`src/rtl/prop_sequencer.sv`:
```
// rtl/prop_sequencer.sv - forward/backward propagation sequencer for a chain of unit layers
module prop_sequencer #(
  parameter int N_LAYERS = 4,
  parameter int LEN_W    = 16
) (
  input  logic                         clk_in,
  input  logic                         rst_in,
  input  logic                         start_in,
  input  logic                         train_in,
  input  logic                         abort_in,
  input  logic [LEN_W-1:0]             stream_len_in,
  output logic [N_LAYERS-1:0]          fd_prop_out,
  output logic [N_LAYERS-1:0]          bk_prop_out,
  output logic                         oscillator_out,
  output logic                         busy_out,
  output logic                         done_out,
  output logic                         err_out,
  output logic [$clog2(N_LAYERS):0]    layer_out
);

  localparam int LAYER_W = $clog2(N_LAYERS) + 1;
  localparam logic [LAYER_W-1:0] LAST_LAYER = LAYER_W'(N_LAYERS - 1);

  typedef enum logic [2:0] {
    IDLE, FWD, FWD_GAP, BWD, BWD_GAP, DONE
  } state_t;

  state_t             state;
  logic [LEN_W-1:0]   len_q;
  logic               train_q;
  logic [LEN_W-1:0]   cnt;

  function automatic logic [N_LAYERS-1:0] one_hot(input logic [LAYER_W-1:0] idx);
    logic [N_LAYERS-1:0] r;
    for (int i = 0; i < N_LAYERS; i++) r[i] = (idx == LAYER_W'(i));
    return r;
  endfunction

  // Outputs are registered alongside the state so they reflect the state entered at each edge.
  always_ff @(posedge clk_in or posedge rst_in) begin
    if (rst_in) begin
      state          <= IDLE;
      len_q          <= '0;
      train_q        <= 1'b0;
      cnt            <= '0;
      fd_prop_out    <= '0;
      bk_prop_out    <= '0;
      oscillator_out <= 1'b0;
      busy_out       <= 1'b0;
      done_out       <= 1'b0;
      err_out        <= 1'b0;
      layer_out      <= '0;
    end else begin
      done_out <= 1'b0;
      err_out  <= 1'b0;
      if (state != IDLE && abort_in) begin
        state          <= IDLE;
        cnt            <= '0;
        fd_prop_out    <= '0;
        bk_prop_out    <= '0;
        oscillator_out <= 1'b0;
        busy_out       <= 1'b0;
        layer_out      <= '0;
      end else begin
        case (state)
          IDLE: begin
            if (start_in && !abort_in) begin
              if (stream_len_in != '0) begin
                len_q          <= stream_len_in;
                train_q        <= train_in;
                cnt            <= '0;
                layer_out      <= '0;
                fd_prop_out    <= one_hot('0);
                oscillator_out <= 1'b0;
                busy_out       <= 1'b1;
                state          <= FWD;
              end else begin
                err_out <= 1'b1;
              end
            end
          end
          FWD: begin
            // Terminal compare against len-1 so the maximum length never needs a wider counter.
            if (cnt == len_q - LEN_W'(1)) begin
              cnt            <= '0;
              fd_prop_out    <= '0;
              oscillator_out <= 1'b0;
              state          <= FWD_GAP;
            end else begin
              cnt            <= cnt + LEN_W'(1);
              oscillator_out <= ~oscillator_out;
            end
          end
          FWD_GAP: begin
            if (layer_out < LAST_LAYER) begin
              layer_out   <= layer_out + LAYER_W'(1);
              fd_prop_out <= one_hot(layer_out + LAYER_W'(1));
              state       <= FWD;
            end else if (train_q) begin
              bk_prop_out <= one_hot(layer_out);
              state       <= BWD;
            end else begin
              layer_out <= '0;
              busy_out  <= 1'b0;
              done_out  <= 1'b1;
              state     <= DONE;
            end
          end
          BWD: begin
            if (cnt == len_q - LEN_W'(1)) begin
              cnt            <= '0;
              bk_prop_out    <= '0;
              oscillator_out <= 1'b0;
              state          <= BWD_GAP;
            end else begin
              cnt            <= cnt + LEN_W'(1);
              oscillator_out <= ~oscillator_out;
            end
          end
          BWD_GAP: begin
            if (layer_out != '0) begin
              layer_out   <= layer_out - LAYER_W'(1);
              bk_prop_out <= one_hot(layer_out - LAYER_W'(1));
              state       <= BWD;
            end else begin
              busy_out <= 1'b0;
              done_out <= 1'b1;
              state    <= DONE;
            end
          end
          DONE: begin
            state <= IDLE;
          end
          default: begin
            state <= IDLE;
          end
        endcase
      end
    end
  end

endmodule

```
`config.mk`:
```
export PLATFORM = sky130hd
export DESIGN_NAME = prop_sequencer
export DESIGN_NICKNAME = d
export VERILOG_FILES = /design/src/rtl/prop_sequencer.sv
export SDC_FILE = /design/constraint.sdc
export NUM_CORES = 1
export LEC_CHECK = 0
export CELL_PAD_IN_SITES_DETAIL_PLACEMENT = 1
export CELL_PAD_IN_SITES_GLOBAL_PLACEMENT = 1
export CORE_MARGIN = 2
export CORE_UTILIZATION = 44
export DETAILED_ROUTE_END_ITERATION = 12
export PLACE_DENSITY = 0.84
export SYNTH_ARGS = -nofsm -noshare
export SYNTH_HDL_FRONTEND = slang
export SYNTH_SLANG_ARGS = --single-unit
```
`constraint.sdc`:
```
create_clock -name clk_in -period 3.8 [get_ports clk_in]
set_clock_uncertainty 0.2 [all_clocks]
set_input_delay 0.76 -clock clk_in [delete_from_list [all_inputs] [get_ports clk_in]]
set_output_delay 0.76 -clock clk_in [all_outputs]
set_load 0.02 [all_outputs]
```
==> results of run 1 <==
-- cell usage in the layout, fill, tap and decap left out, drive strengths merged, types with 4 or more instances in the layout --
cell type | Yosys | final
dfrtp | 51 | 51
nand2 | 36 | 36
clkdlybuf4s50 | 0 | 35
nor2 | 32 | 32
o21ai | 23 | 23
inv | 19 | 21
nand3 | 20 | 20
nor3 | 18 | 18
mux2 | 15 | 15
xnor2 | 13 | 13
a21oi | 13 | 13
ha | 11 | 11
xor2 | 10 | 10
and3 | 8 | 8
a31oi | 8 | 8
nor4 | 8 | 8
nand4 | 7 | 7
buf | 7 | 7
a22o | 6 | 6
a221o | 6 | 6
clkbuf | 14 | 5
nor2b | 5 | 5
o211ai | 4 | 4
and2 | 4 | 4
mux2i | 4 | 4
o31ai | 4 | 4
-- metal layers --
layer | GRT usage (%) | up-vias | wire, um
li1 | - | 1450 | -
met1 | 31.77 | 1565 | 4341
met2 | 40.81 | 56 | 4791
met3 | 3.205 | 7 | 308
met4 | 5.348 | 0 | 104
met5 | 0 | - | 0
-- through the flow --
| stage | instances | power (uW) | hold WS [ns] | utilization, % | instance area, um^2 |
|---|---|---|---|---|---|
| 2_1_floorplan | 386 | 1689 | 0.3022 | - | 3430 |
| 3_3_place_gp | 509 | 1982 | 0.2652 | 50.54 | 3865 |
| 3_5_place_dp | 509 | 2047 | 0.2823 | 50.54 | 3865 |
| 4_1_cts | 517 | 2400 | 0.3094 | 51.78 | 3960 |
| 5_1_grt | 517 | 2560 | 0.3358 | 51.78 | 3960 |
| 6_report | 517 | 2390 | 0.3012 | 51.78 | 3960 |
-- final cells by class --
cell class | count | area [um^2] | share of cell area [%]
Sequential cell | 51 | 1276 | 32.23
Inverter | 19 | 71.32 | 1.801
Clock buffer | 5 | 68.82 | 1.738
Multi-Input combinational cell | 295 | 1987 | 50.17
Tap cell | 102 | 127.6 | 3.223
Clock inverter | 3 | 26.28 | 0.6635
Timing Repair Buffer | 42 | 402.9 | 10.17
-- cells by family (layout without fill, tap and decap cells) --
| kind of cell | Yosys count | in the layout | synth area share [%] |
|---|---|---|---|
| DFF | 51 | 51 | 37.21 |
| muxes | 19 | 19 | 6.093 |
| xor gates and xnor gates | 23 | 23 | 5.874 |
| buffers and inverters | 40 | 69 | 5.071 |
| adders and majority gates | 12 | 12 | 4.305 |
| AOI/OAI and AO/OA | 86 | 86 | 17.59 |
| and+or+nand+nor | 155 | 155 | 23.86 |
-- worst max-delay path, delay by kind of cell, from the launching register on --
kind                       cells  cell delay [ns]
adders and majority gates      1             0.34
and+or+nand+nor                4             0.94
buffers and inverters          2             0.30
DFF                            1             0.47
AOI/OAI and AO/OA              3             0.78
-- state kept, by name, summed over array words and instances, names as in the netlist --
register,cells
bk_prop_out,4
busy_out,1
cnt,16
done_out,1
err_out,1
fd_prop_out,4
layer_out,3
len_q,16
oscillator_out,1
state,3
train_q,1
-- final timing paths --
path                       slack, ns  cells past startpoint                        from                    endpoint
setup reg to reg                0.64                     10        len_q[0]$_DFFE_PP0P_         cnt[13]$_DFFE_PP0P_
hold / removal                  0.30                      1  oscillator_out$_DFFE_PP0P_  oscillator_out$_DFFE_PP0P_
min in group asynchronous       0.60                      2                      rst_in          cnt[9]$_DFFE_PP0P_
hold reg to reg                 0.30                      1  oscillator_out$_DFFE_PP0P_  oscillator_out$_DFFE_PP0P_
setup / recovery                0.64                     10        len_q[0]$_DFFE_PP0P_         cnt[13]$_DFFE_PP0P_
max in group asynchronous       2.19                      3                      rst_in        len_q[4]$_DFFE_PP0P_
-- power breakdown --
part	leakage, uW	switching, uW	internal, uW	total, uW
registers	0.000667	258	685	943
clock network	0.0000491	207	136	343
logic	0.000889	621	482	1100
total	0.00161	1090	1300	2390
==> run_results.csv, run 1 <==
group,metric,value,unit
power,power.leakage,0.001605,uW
die,placementRows,32,
logic_synthesis,syn-num-nets,418,
sta,count_of_final_hold_check_violations,0,
critical_path,data_required_time_of_the_critical_path,3.81,ns
route,detail_route.vias_per_cell,5.954,
die,floorplan.die.width,92.29,um
placed_design,routability_congestion_estimate_from_global_placement,0.9390,
finish,fin_nets,446,
power,worst_ir_drop_vdd,0.2472,mV
die,initial_core_util,44.85,%
route,first_pass_iters,4,
sta,max_slew.worst_pin.slew,0.6075,ns
logic_synthesis,yosysTopAreaCellShare,37.21,%
cts,clk_latency,0.32,ns
critical_path,cp_cell_instances,"inv_1 -> ha_1 -> nor4b_2 -> buf_4 -> and3_1 -> o21ai_0 -> a221oi_2 -> and4_4 -> nor2_2 -> a221o_1",
critical_path,endpoint_kind,"register",
sta,setup_violations,0,
global_route,first_global_vias,3209,
sta,rsz0062_at_grt,"false",
hold_path,hold_class,"reg -> reg",
finish,drive_gt1_share,11.57,%
global_route,grt_max_degree,26,
run_status,status,"finished clean",
critical_path,timing.critical_path.fanout_max,12,
die,design.portCount,36,
critical_path,cp_data_arrival_time,3.17,ns
global_route,grt_first_pass_wirelength,16190,um
logic_synthesis,syn-cell-area,0.003430,mm^2
route,number_of_drc_violations_after_detailed_routing,0,
logic_synthesis,synth_cells,386,
logic_synthesis,synth_warnings,0,
logic_synthesis,ys_ff_latch,51,
finish,area_delta_synth_final,15.47,%
logic_synthesis,synth_most_common_cell,"sky130_fd_sc_hd__dfrtp_1",
critical_path,timing_worst_setup_path_type,"reg -> reg",
logic_synthesis,synth_cell_type_count,58,
critical_path,start_kind,"register",
cts,cts_hold_buf,0,
logic_synthesis,synth_commonest_cells,"51 x sky130_fd_sc_hd__dfrtp_1, 35 x sky130_fd_sc_hd__nand2_1, 31 x sky130_fd_sc_hd__nor2_1, 23 x sky130_fd_sc_hd__o21ai_0, 20 x sky130_fd_sc_hd__nand3_1",
finish,layout.filler_cells,878,
global_route,track_usage,23.70,%
route,drt_wl_total,9545,um
route,drt_iter0_markers,136,
cts,clk_root_buffer_cell,"sky130_fd_sc_hd__clkbuf_8",
logic_synthesis,ys_async_sr_fraction,100.0,%
sta,final_min_period_over_clock_period,83.04,%
cts,cts_max_path_buffers,2,
placed_design,dp_hpwl,7227,um
sta,maxSlewViolCount,0,
sta,timing.slew.headroom,59.15,%
cts,path_clk_slew,0.11,ns
job,maxCapViolations,0,
cts,post_cts_resized,0,
die,design.die.area,0.008517,mm^2
die,chip_height,92.29,um
route,vias,3078,
global_route,grt_antenna_before_repair,0,
cts,postCtsSetupRepairBufs,0,
logic_synthesis,seq_area_frac_synth,37.21,%
power,cellPowerDensity,603.4,mW/mm^2
logic_synthesis,syn_area_per_cell,8.885,um^2
cts,tritoncts,"built",
die,core_area,0.007647,mm^2
sta,fin_crit,3.156,ns
route,wl_cell,18.46,um
critical_path,critical-path-slowest-cell,"sky130_fd_sc_hd__dfrtp_1",
logic_synthesis,synth_area_leaders,"sky130_fd_sc_hd__dfrtp_1 37%, sky130_fd_sc_hd__mux2_2 4.9%, sky130_fd_sc_hd__ha_1 4.0%, sky130_fd_sc_hd__nand2_1 3.8%, sky130_fd_sc_hd__nor2_1 3.4%",
logic_synthesis,postSynth.topFlopCell,"sky130_fd_sc_hd__dfrtp_1",
placed_design,pre_cts_ws,0.6105,ns
cts,clock_tree.htree_level_count,2,
cts,number_of_clock_sinks_seen_by_cts,51,
critical_path,cpPeakStageDelay,0.47,ns
route,drt.antenna.violating_nets,0,
placed_design,io_buffers,35,
finish,antenna-diode-count,0,
sta,timing.fmax,316.9,MHz
cts,cts-buffers-inserted,5,
logic_synthesis,synth-edff-count,0,
global_route,total_gr_overflow,0,
logic_synthesis,yosysTopAreaCell,"sky130_fd_sc_hd__dfrtp_1",
sta,finalWorstSetupSlack,0.6444,ns
sta,totalNegativeSetupSlack,0,ns
No activity file was read; power rests on OpenSTA's default activity.
==> run 2: changes to the inputs <==
--- a/config.mk
+++ b/config.mk
@@ -8,9 +8,9 @@
 export CELL_PAD_IN_SITES_DETAIL_PLACEMENT = 1
 export CELL_PAD_IN_SITES_GLOBAL_PLACEMENT = 1
 export CORE_MARGIN = 2
-export CORE_UTILIZATION = 44
+export CORE_UTILIZATION = 39
 export DETAILED_ROUTE_END_ITERATION = 12
-export PLACE_DENSITY = 0.84
+export PLACE_DENSITY = 0.79
 export SYNTH_ARGS = -nofsm -noshare
 export SYNTH_HDL_FRONTEND = slang
 export SYNTH_SLANG_ARGS = --single-unit
==> constraint.sdc (replaced) <==
create_clock -name clk_in -period 2.5 [get_ports clk_in]
set_clock_uncertainty 0.2 [all_clocks]
set_input_delay 0.5 -clock clk_in [delete_from_list [all_inputs] [get_ports clk_in]]
set_output_delay 0.5 -clock clk_in [all_outputs]
set_load 0.02 [all_outputs]
==> run 2 against run 1 <==
Compared with the run above:
- the run now ends with setup timing left
- global-route usage increased by 1.1 points
- wire length grew 34%
- clock power rose by 45%
- worst setup slack lost 0.97 ns
- critical path depth shrank 1
- via count rose by 15%
- sequential cell count is the same
- critical path type unchanged
- largest cell class unchanged
==> run_results.csv, run 2 (synthesized netlist as in run 1, its figures left out) <==
group,metric,value,unit
run_status,status,"complete, but fails checks",
run_status,failed_checks,"setup timing",
cts,cts-buffers-inserted,5,
power,power.leakage,0.002053,uW
cts,clk_latency,0.31,ns
sta,count_of_final_hold_check_violations,0,
finish,fin_area,0.004851,mm^2
critical_path,cp_data_arrival_time,2.82,ns
die,floorplan.die.width,97.78,um
global_route,track_usage,24.83,%
route,first_pass_iters,4,
critical_path,timing_worst_setup_path_type,"reg -> reg",
sta,finalWorstSetupSlack,-0.3273,ns
die,design.die.area,0.009560,mm^2
route,detail_route.vias_per_cell,5.959,
critical_path,timing.critical_path.buf_inv,2,
route,drt_iter0_markers,167,
global_route,first_global_vias,3681,
critical_path,cp_cell_instances,"buf_6 -> or2_4 -> nor4_4 -> o211ai_1 -> a221oi_2 -> and4_4 -> nor2_4 -> buf_6 -> a221o_1",
route,vias,3528,
cts,cts_hold_buf,0,
cts,clock_tree.htree_level_count,2,
global_route,grt_first_pass_wirelength,19250,um
critical_path,data_required_time_of_the_critical_path,2.49,ns
power,worst_ir_drop_vdd,0.4603,mV
sta,timing.slew.headroom,63.31,%
critical_path,cpPeakStageDelay,0.43,ns
sta,timing.fmax,353.7,MHz
sta,fin_crit,2.827,ns
cts,path_clk_slew,0.10,ns
finish,fin_nets,515,
route,wl_cell,21.61,um
finish,drive_gt1_share,29.75,%
die,core_area,0.008636,mm^2
placed_design,routability_congestion_estimate_from_global_placement,0.8716,
critical_path,reg2reg_launch_point,"len_q[1]$_DFFE_PP0P_",
sta,setup_violations,28,
sta,rsz0062_at_grt,"true",
placed_design,dp_hpwl,7818,um
sta,final_min_period_over_clock_period,113.1,%
die,design.portCount,36,
power,cellPowerDensity,976.9,mW/mm^2
critical_path,cp_most_frequent_cell,"sky130_fd_sc_hd__buf_6",
cts,cts_max_path_buffers,2,
cts,clk_root_buffer_cell,"sky130_fd_sc_hd__clkbuf_8",
critical_path,endpoint_kind,"register",
power,design_power_total,4739,uW
global_route,grt_antenna_before_repair,0,
critical_path,timing.critical_path.fanout_max,6,
finish,layout.cells.most_common_list,"56 x sky130_fd_sc_hd__buf_4, 51 x sky130_fd_sc_hd__dfrtp_1, 35 x sky130_fd_sc_hd__clkdlybuf4s50_1",
route,drt.antenna.violating_nets,0,
cts,number_of_clock_sinks_seen_by_cts,51,
placed_design,io_buffers,35,
finish,biggestRegsByFlops,"cnt (16), len_q (16)",
sta,max_slew.worst_pin.slew,0.5476,ns
hold_path,hold_class,"reg -> reg",
global_route,grt_max_degree,52,
route,drt_wl_total,12790,um
global_route,total_gr_overflow,0,
sta,maxSlewViolCount,0,
hold_path,hold_start,"busy_out$_DFFE_PP0P_",
route,number_of_drc_violations_after_detailed_routing,0,
critical_path,start_kind,"register",
die,placementRows,34,
critical_path,timing.critical_path.from,"len_q[1]$_DFFE_PP0P_",
finish,antenna-diode-count,0,
die,chip_height,97.78,um
critical_path,r2r_slack,-0.33,ns
finish,area_delta_synth_final,41.44,%
finish,layout_commonest_cell,"sky130_fd_sc_hd__buf_4",
die,initial_core_util,39.71,%
finish,layout.filler_cells,971,
critical_path,critical_path.top_delay_family,"simple AND/OR/NAND/NOR gates",
critical_path,critical-path-slowest-cell,"sky130_fd_sc_hd__dfrtp_1",
sta,worst_hold_margin,0.2974,ns
placed_design,placedInstanceArea,0.004299,mm^2
job,maxCapViolations,0,
cts,tritoncts,"built",
## run 2: changes by cell type in the layout (fill, tap and decap cells not counted), moves of 5 or more
cell                      before  now
sky130_fd_sc_hd__buf_6         0   17
sky130_fd_sc_hd__a31oi_1       8    2
sky130_fd_sc_hd__o21ai_0      23   15
sky130_fd_sc_hd__o21ai_1       0    5
sky130_fd_sc_hd__buf_4         7   56
sky130_fd_sc_hd__a31oi_4       0    5
## run 2: path summary, 6_finish.rpt
kind                       depth (start not counted)                    to
hold / removal                                     1  busy_out$_DFFE_PP0P_
min in group asynchronous                          3  state[2]$_DFFE_PP0P_
setup / recovery                                   9   cnt[12]$_DFFE_PP0P_
hold reg to reg                                    1  busy_out$_DFFE_PP0P_
max in group asynchronous                          3   cnt[12]$_DFFE_PP0P_
setup reg to reg                                   9   cnt[12]$_DFFE_PP0P_
## run 2: worst reg2reg max path, cell delays in order, from the launching register on
cell	delay, ns
sky130_fd_sc_hd__dfrtp_1	0.43
sky130_fd_sc_hd__buf_6	0.14
sky130_fd_sc_hd__or2_4	0.28
sky130_fd_sc_hd__nor4_4	0.30
sky130_fd_sc_hd__o211ai_1	0.20
sky130_fd_sc_hd__a221oi_2	0.34
sky130_fd_sc_hd__and4_4	0.33
sky130_fd_sc_hd__nor2_4	0.06
sky130_fd_sc_hd__buf_6	0.13
sky130_fd_sc_hd__a221o_1	0.29
## run 2: through the flow
step	TNS [ns]	cells	util [%]	setup WS [ns]
2_1_floorplan	-0.8793	386	-	-0.1041
3_3_place_gp	-4.345	567	49.78	-0.1607
3_5_place_dp	-8.368	567	49.78	-0.2922
4_1_cts	-2.066	583	53.61	-0.1823
5_1_grt	-8.556	592	56.17	-0.4053
6_report	-6.209	592	56.17	-0.3273
## run 2: power breakdown
| group | total, uW | leakage [uW] | switching, uW | internal, uW |
|---|---|---|---|---|
| clock network | 497 | 0.0000422 | 299 | 198 |
| logic | 2930 | 0.00134 | 1560 | 1370 |
| registers | 1310 | 0.000667 | 270 | 1040 |
| total | 4740 | 0.00205 | 2130 | 2610 |
## run 2: area by class of cell
class | instances | area, um^2 | area share [%]
Timing Repair Buffer | 111 | 1022 | 21.07
Sequential cell | 51 | 1276 | 26.31
Multi-Input combinational cell | 295 | 2265 | 46.69
Inverter | 19 | 71.32 | 1.470
Clock buffer | 7 | 76.32 | 1.573
Clock inverter | 1 | 5.005 | 0.1032
Tap cell | 108 | 135.1 | 2.786
## run 2: layer usage
metal	GRT usage [%]	wire length, um	up-vias	part of all wire [%]
li1	-	-	1581	-
met1	30.10	4865	1822	38
met2	45.84	7086	94	55
met3	3.651	434	31	3.4
met4	6.838	404	0	3.2
met5	0	0	-	0
## run 2: timing repair
| item | CTS | global route |
|---|---|---|
| pin swaps | 21 | 13 |
| buffers inserted | 9 | 10 |
| endpoints found under the setup margin | 27 | 31 |
| gates resized for setup | 41 | 27 |
